$ cat config.mk
export PLATFORM = sky130hd
export DESIGN_NAME = sgpio_tx
export DESIGN_NICKNAME = d
export VERILOG_FILES = /design/src/rtl/sgpio_tx.sv
export SDC_FILE = /design/constraint.sdc
export NUM_CORES = 1
export LEC_CHECK = 0
export ABC_AREA = 1
export BUFFER_PORTS_ARGS = -buffer_cell sky130_fd_sc_hd__buf_2
export CORE_UTILIZATION = 25
export CTS_CLUSTER_DIAMETER = 50
export CTS_CLUSTER_SIZE = 14
export DETAILED_ROUTE_END_ITERATION = 12
export SKIP_LAST_GASP = 1
export SLEW_MARGIN = 40
export SYNTH_ARGS = -nofsm -noshare
export SYNTH_HDL_FRONTEND = slang
export SYNTH_SLANG_ARGS = --single-unit
export TNS_END_PERCENT = 50
$ cat constraint.sdc
create_clock -name SYSCLK -period 2.28 [get_ports SYSCLK]
set_clock_uncertainty 0.05 [all_clocks]
set_input_delay 0.684 -clock SYSCLK [delete_from_list [all_inputs] [get_ports SYSCLK]]
set_output_delay 0.684 -clock SYSCLK [all_outputs]
set_load 0.05 [all_outputs]
$ cat src/rtl/sgpio_tx.sv
// rtl/sgpio_tx.sv - SGPIO initiator: serialises per-drive LED bits and captures the returned status stream
module sgpio_tx #(
    parameter int HDD_NUM = 36,
    parameter int CLK_DIV = 125
) (
    input  logic                   SYSCLK,
    input  logic                   RESET_N,
    input  logic                   enable,
    input  logic [HDD_NUM*3-1:0]   led_data,
    input  logic                   SGPIO_DIN,
    output logic                   SGPIO_CK,
    output logic                   SGPIO_LD,
    output logic                   SGPIO_DATA,
    output logic [HDD_NUM*3-1:0]   rx_status,
    output logic                   frame_done,
    output logic                   busy
);
    localparam int NBITS = HDD_NUM * 3;
    localparam int CW    = (NBITS > 1) ? $clog2(NBITS) : 1;

    localparam logic [9:0]    DIV_LAST = 10'(CLK_DIV - 1);
    localparam logic [9:0]    DIV_ONE  = 10'd1;
    localparam logic [CW-1:0] CNT_LAST = CW'(NBITS - 1);
    localparam logic [CW-1:0] CNT_PEN  = CW'(NBITS - 2);
    localparam logic [CW-1:0] CNT_ONE  = CW'(1);

    typedef enum logic [1:0] {
        IDLE  = 2'd0,
        SYNC  = 2'd1,
        SHIFT = 2'd2
    } state_t;

    state_t             state_q;
    logic [9:0]         div_q;
    logic [9:0]         div_d;
    logic               ck_q;
    logic               ld_q;
    logic               data_q;
    logic [CW-1:0]      cnt_q;
    logic [NBITS-1:0]   sh_q;
    logic [NBITS-1:0]   rx_q;
    logic [NBITS-1:0]   rx_status_q;
    logic               frame_done_q;
    logic               din_meta_q;
    logic               din_sync_q;

    logic               div_tc;
    logic               fall_ev;
    logic               rise_ev;

    // The divider only runs outside IDLE, so every frame starts on a clean CK phase.
    always_comb begin
        div_tc  = (state_q != IDLE) && (div_q == DIV_LAST);
        fall_ev = div_tc && ck_q;
        rise_ev = div_tc && !ck_q;
        div_d   = div_tc ? '0 : (div_q + DIV_ONE);
    end

    always_ff @(posedge SYSCLK or negedge RESET_N) begin
        if (!RESET_N) begin
            state_q      <= IDLE;
            div_q        <= '0;
            ck_q         <= 1'b0;
            ld_q         <= 1'b0;
            data_q       <= 1'b0;
            cnt_q        <= '0;
            sh_q         <= '0;
            rx_q         <= '0;
            rx_status_q  <= '0;
            frame_done_q <= 1'b0;
            din_meta_q   <= 1'b0;
            din_sync_q   <= 1'b0;
        end else begin
            din_meta_q   <= SGPIO_DIN;
            din_sync_q   <= din_meta_q;
            frame_done_q <= 1'b0;

            if (state_q != IDLE) begin
                div_q <= div_d;
                if (div_tc) begin
                    ck_q <= ~ck_q;
                end
            end

            case (state_q)
                IDLE: begin
                    if (enable) begin
                        state_q <= SYNC;
                        ld_q    <= 1'b1;
                        data_q  <= 1'b0;
                        div_q   <= '0;
                        ck_q    <= 1'b0;
                    end
                end

                SYNC: begin
                    if (fall_ev) begin
                        sh_q    <= led_data;
                        data_q  <= led_data[0];
                        ld_q    <= 1'b0;
                        cnt_q   <= '0;
                        state_q <= SHIFT;
                    end
                end

                SHIFT: begin
                    if (rise_ev) begin
                        rx_q[cnt_q] <= din_sync_q;
                    end
                    if (fall_ev) begin
                        if (cnt_q != CNT_LAST) begin
                            cnt_q  <= cnt_q + CNT_ONE;
                            sh_q   <= sh_q >> 1;
                            data_q <= sh_q[1];
                            ld_q   <= (cnt_q == CNT_PEN);
                        end else begin
                            // Frame boundary: publish the whole received frame at once.
                            rx_status_q  <= rx_q;
                            frame_done_q <= 1'b1;
                            cnt_q        <= '0;
                            if (enable) begin
                                sh_q   <= led_data;
                                data_q <= led_data[0];
                                ld_q   <= 1'b0;
                            end else begin
                                state_q <= IDLE;
                                ck_q    <= 1'b0;
                                ld_q    <= 1'b0;
                                data_q  <= 1'b0;
                            end
                        end
                    end
                end

                default: begin
                    state_q <= IDLE;
                end
            endcase
        end
    end

    assign SGPIO_CK   = ck_q;
    assign SGPIO_LD   = ld_q;
    assign SGPIO_DATA = data_q;
    assign rx_status  = rx_status_q;
    assign frame_done = frame_done_q;
    assign busy       = (state_q != IDLE);

endmodule
### Word level (Yosys, flattened, before mapping)

Index checks and enable logic that the tools add are counted.

* input port bits: 112
* register bits: 349

* muxes and demuxes: 43
* bitwise operators: 2
* add/sub/neg operators: 2
* reduce and logical (&&, ||, !) cells: 15
* eq/ne operators: 11
* $lt $le $gt $ge: 2

Operators by type and width (number)
* 108-bit two-way mux: 4
* 108-bit case mux with 2 select lines: 1
* 108-bit bitwise mux: 1
* 10-bit two-way mux: 4
* 7-bit two-way mux: 3
* 1-bit two-way mux: 19
* 7-bit case mux with 2 select lines: 1
* 10-bit by 1-bit adder with 10-bit output, second input constant: 1
* 10-bit by 7-bit equality test with 1-bit output, second input constant: 1
* 2-bit two-way mux: 5
* 2-bit inequality test, second input constant: 5
* 7-bit by 8-bit less-than comparator with 1-bit output, second input constant: 1
* 4-bit AND reduction: 2
* 7-bit by 1-bit adder with 7-bit output, second input constant: 1
* 1-bit demux with 7-bit select: 1
* 7-bit equality test, second input constant: 1
* 7-bit by 1-bit greater-or-equal comparator with 1-bit output, second input constant: 1
* 7-bit inequality test, second input constant: 1
* 1-bit case mux with 3 select lines: 2
* 2-bit case mux with 3 select lines: 1
* 3-bit AND reduction: 2
* 5-bit AND reduction: 1
* 1-bit logical AND: 4
* 2-bit nonzero test: 2
* 9 further kinds: 10

### Longest topological paths before layout

* depth after elaboration: 8
* depth in mapped cells: 14

### Worst setup path after synthesis

OpenSTA, ideal clock, no wires.

* kind: reg2reg
* start point: reg state_q[0]
* end point: reg sh_q[103]
* library setup time: 116 ps
* cell stages (with the launch flop): 15
* slack: -388 ps
* arrival: 2501 ps
* path buffers: 2
* clock period less this slack: 2668 ps
* path through: dfrtp_1 inv_1 ha_1 clkinv_1 nand4_1 nor2_1 ha_1 nand2_1 inv_2 nand2_2 inv_2 buf_6 buf_2 nand2_1 nand2_1

* longest elaborated chain between the ends: 5

Ends and longest elaborated chain
* start, declared: line 33 `state_t state_q;`
* start signal, assigned: line 61 `state_q <= IDLE;`
* start signal, assigned: line 88 `state_q <= SYNC;`
* start signal, assigned: line 102 `state_q <= SHIFT;`
* 2-bit nonzero test *
* net busy: line 16 `output logic busy`
* 1-bit logical AND *: line 53 `div_tc = (state_q != IDLE) && (div_q == DIV_LAST);`
* 1-bit logical AND *: line 54 `fall_ev = div_tc && ck_q;`
* 2-bit inequality test (no line)
* 4-bit AND reduction (no line) *
* end signal, assigned: line 98 `sh_q <= led_data;`
* end signal, assigned: line 113 `sh_q <= sh_q >> 1;`
* end signal, assigned: line 122 `sh_q <= led_data;`
* end, declared: line 40 `logic [NBITS-1:0] sh_q;`

Mark *: on every way through the listed nets, which the timed path passes. The rest lies on a longest branch.
A chain may end at the register's enable or synchronous reset.

### Worst setup path in the final report

* start point: reg state_q[1]
* end point: out busy

* longest elaborated chain between the ends: 1

Ends and longest elaborated chain
* 2-bit nonzero test: line 147 `assign busy = (state_q != IDLE);`
* end, declared: line 16

Every way passes these cells.

==> flow_summary.json <==
{
  "intPower_uw": 11600,
  "clock_path_buffers": 3,
  "avgSynthCellArea_um2": 7.97,
  "synth_ff_type": "dfrtp_1",
  "row_count": 90,
  "yosysMostFrequentCell": "nand2_1",
  "drive_above_1_share_pct": 19.2,
  "ant_nets": 0,
  "period_minus_slack_ns": 2.24,
  "crit_path_max_incr_delay_ns": 0.39,
  "ys_ff_latch": 348,
  "fin_cells": 3002,
  "crit_path_start": "state_q[1]",
  "setup_viol": 0,
  "post-route-period-util_pct": 98.4,
  "cp-start-kind": "flop",
  "synth_area_mm2": 0.0155,
  "ys_types": 29,
  "place_congestion": 0.772,
  "vias_per_cell": 4.42,
  "grt.total_usage_pct": 14.1,
  "crit_path_end": "busy",
  "globalRouteOverflowTotal": 0,
  "slowest_stage": "dfrtp_1",
  "path_buf_inv": 4,
  "clkPwrFrac_pct": 48.7,
  "pin_count": 225,
  "ir_worst_vdd_mv": 0.605,
  "worst_pin_slew_ns": 0.664,
  "pwr-share-seq_pct": 39.0,
  "numCtsBuffers": 46,
  "clkLatencyLatePin_ns": 0.57,
  "hpwl_mm": 28.3,
  "combPwrFrac_pct": 12.3,
  "wl_per_cell_um": 15.4,
  "clkSinkCount": 348,
  "rr_worst_depth": 12,
  "dieArea_mm2": 0.0628,
  "grt_pass1_wl_mm": 71.3,
  "drt-pass1-iter-count": 7,
  "cpLargestDelayFamily": "buffers and inverters",
  "critPathRequiredTime_ns": 1.55,
  "via_count": 13300,
  "io_buffers": 224,
  "holdWs_ns": 0.178,
  "antenna_found_initial": 2,
  "netlist_top_cells_area": "dfrtp_1 (56%), nand2_1 (23%), nand3_1 (3.9%)",
  "path_max_fanout": 7,
  "swShare_pct": 27.8,
  "drt_iter0_drc": 1182,
  "p_sw_uw": 4490,
  "die_h_um": 251,
  "grt_pass1_vias": 12500,
  "rrSetupSlack_ns": 0.08,
  "setup_ws_ns": 0.0363,
  "area_delta_synth_final_pct": 29.6,
  "hold_viol": 0,
  "drc_errors": 0,
  "coreArea_mm2": 0.0607,
  "holdCritPathClass": "in2reg",
  "rsz0062_at_grt": "true",
  "diodes": 0,
  "fmax_ghz": 0.446,
  "path_clk_slew_ns": 0.06,
  "place_ws_ns": -0.0488,
  "p_leak_uw": 0.0109,
  "ys_seq_area_share_pct": 56.3,
  "synth_area_leader_cell": "dfrtp_1",
  "end_kind": "primary output",
  "arrival_ns": 1.51,
  "cts_tree": "built",
  "dieWidth_um": 251,
  "cellPowerDensity_mw_per_mm2": 804,
  "nNetsFinal": 2308,
  "cts_root_buffer": "clkbuf_16",
  "dp_cells": 2901,
  "r2r-end": "rx_q[88]",
  "cts_max_level": 2,
  "r2r_start": "div_q[1]",
  "async_flop_share_pct": 100,
  "syn_inst": 1939,
  "path_class": "reg2out",
  "routed_wl_mm": 46.4,
  "synth_edf_count": 0,
  "timing.slew.headroom_pct": 55.7,
  "crit_path_cell_trace": "inv_2 > ha_4 > clkinv_4 > buf_6 > buf_12",
  "slew_violations": 0,
  "yosysWarnings": 0,
  "status": "complete, no violations",
  "syn-num-nets": 2061,
  "fillers": 6311,
  "grt_max_degree": 108,
  "maxCapViolCount": 0,
  "ys_top_cells_by_count": "nand2_1 (942), dfrtp_1 (348), nand3_1 (119), o21ai_0 (99), inv_1 (93)",
  "synth_top_area_share_pct": 56.3,
  "crit_cells": 5,
  "start_util_pct": 25.5
}
[worst min-delay path by stage]
stage,slack [ns],endpoint,cells after the start,from
4_1_cts,0.15,din_meta_q,1,SGPIO_DIN
5_1_grt,0.15,din_meta_q,1,SGPIO_DIN
6_report,0.18,din_meta_q,1,SGPIO_DIN
3_5_place_dp,0.30,din_sync_q,0,din_meta_q
2_1_floorplan,0.28,din_sync_q,0,din_meta_q
3_3_place_gp,0.30,din_sync_q,0,din_meta_q
[power groups by stage]
stage	clock (µW)	combinational (µW)	sequential, µW
4_1_cts	8050	1980	6270
3_5_place_dp	0	1890	6380
2_1_floorplan	0	1030	6450
5_1_grt	8320	2260	6280
3_3_place_gp	0	1880	6380
6_report	7860	1980	6280
[flip-flops by register name, indices dropped and copies added (netlist names)]
register,count
rx_q,108
rx_status,108
sh_q,107
div_q,10
cnt_q,7
state_q,2
SGPIO_CK,1
SGPIO_DATA,1
SGPIO_LD,1
din_meta_q,1
din_sync_q,1
frame_done,1
[cell usage in the layout (no fill, tap or decap), drive strengths merged, types with 3 or more instances in the layout]
cell type,n
clkinv,9
inv,111
o21ai,101
buf,301
nor2,79
a21oi,64
clkbuf,63
ha,10
xor2,6
nor3,9
dfrtp,348
nand3,119
nand2,946
bufinv,6
a31oi,31
o22ai,3
nand4,8
[per-layer routing]
metal	track usage, %	vias to the layer above	part of all wire, %
met5	0	-	0.039
met4	3.17	2	1.5
met3	2.72	52	6.2
met2	21.3	407	44
met1	20.7	6208	48
li1	-	6608	-
[cells by family after synthesis]
group           Yosys count  share of synthesized area [%]
compound gates          200                           6.77
flops                   348                           56.3
xor+xnor                  6                          0.340
simple gates           1163                           29.8
fa+ha+maj                10                          0.810
buf+inv                 212                           5.98
[cell type report]
| type | count | area (µm²) | area share [%] |
|---|---|---|---|
| flip-flops and latches | 348 | 8710 | 43.5 |
| multi-input cells | 1379 | 5990 | 29.9 |
| repair buffers | 311 | 2290 | 11.4 |
| clock buffers | 54 | 1260 | 6.30 |
| well taps | 782 | 978 | 4.88 |
| clock inverters | 28 | 408 | 2.04 |
| inverters | 100 | 395 | 1.97 |
[per-stage QoR]
| step | total power (µW) | utilization, % | setup TNS (ns) | cell area (µm²) |
|---|---|---|---|---|
| 6_report | 16100 | 33.0 | 0 | 20000 |
| 5_1_grt | 16900 | 33.0 | -0.177 | 20000 |
| 4_1_cts | 16300 | 32.3 | 0 | 19600 |
| 3_5_place_dp | 8270 | 29.4 | -0.553 | 17900 |
| 3_3_place_gp | 8270 | 29.4 | 0 | 17900 |
| 2_1_floorplan | 7480 | - | -0.0872 | 15500 |
[what timing repair did]
action                                  4_1_cts  5_1_grt
gates resized for setup                       9       31
hold buffers                                  1        0
hold endpoints to repair                     30        0
cloned                                        0       12
endpoints found under the setup margin       17      280
setup buffers                                 1        5
pin swaps                                     1        6
(Power assumes the default switching activity.)
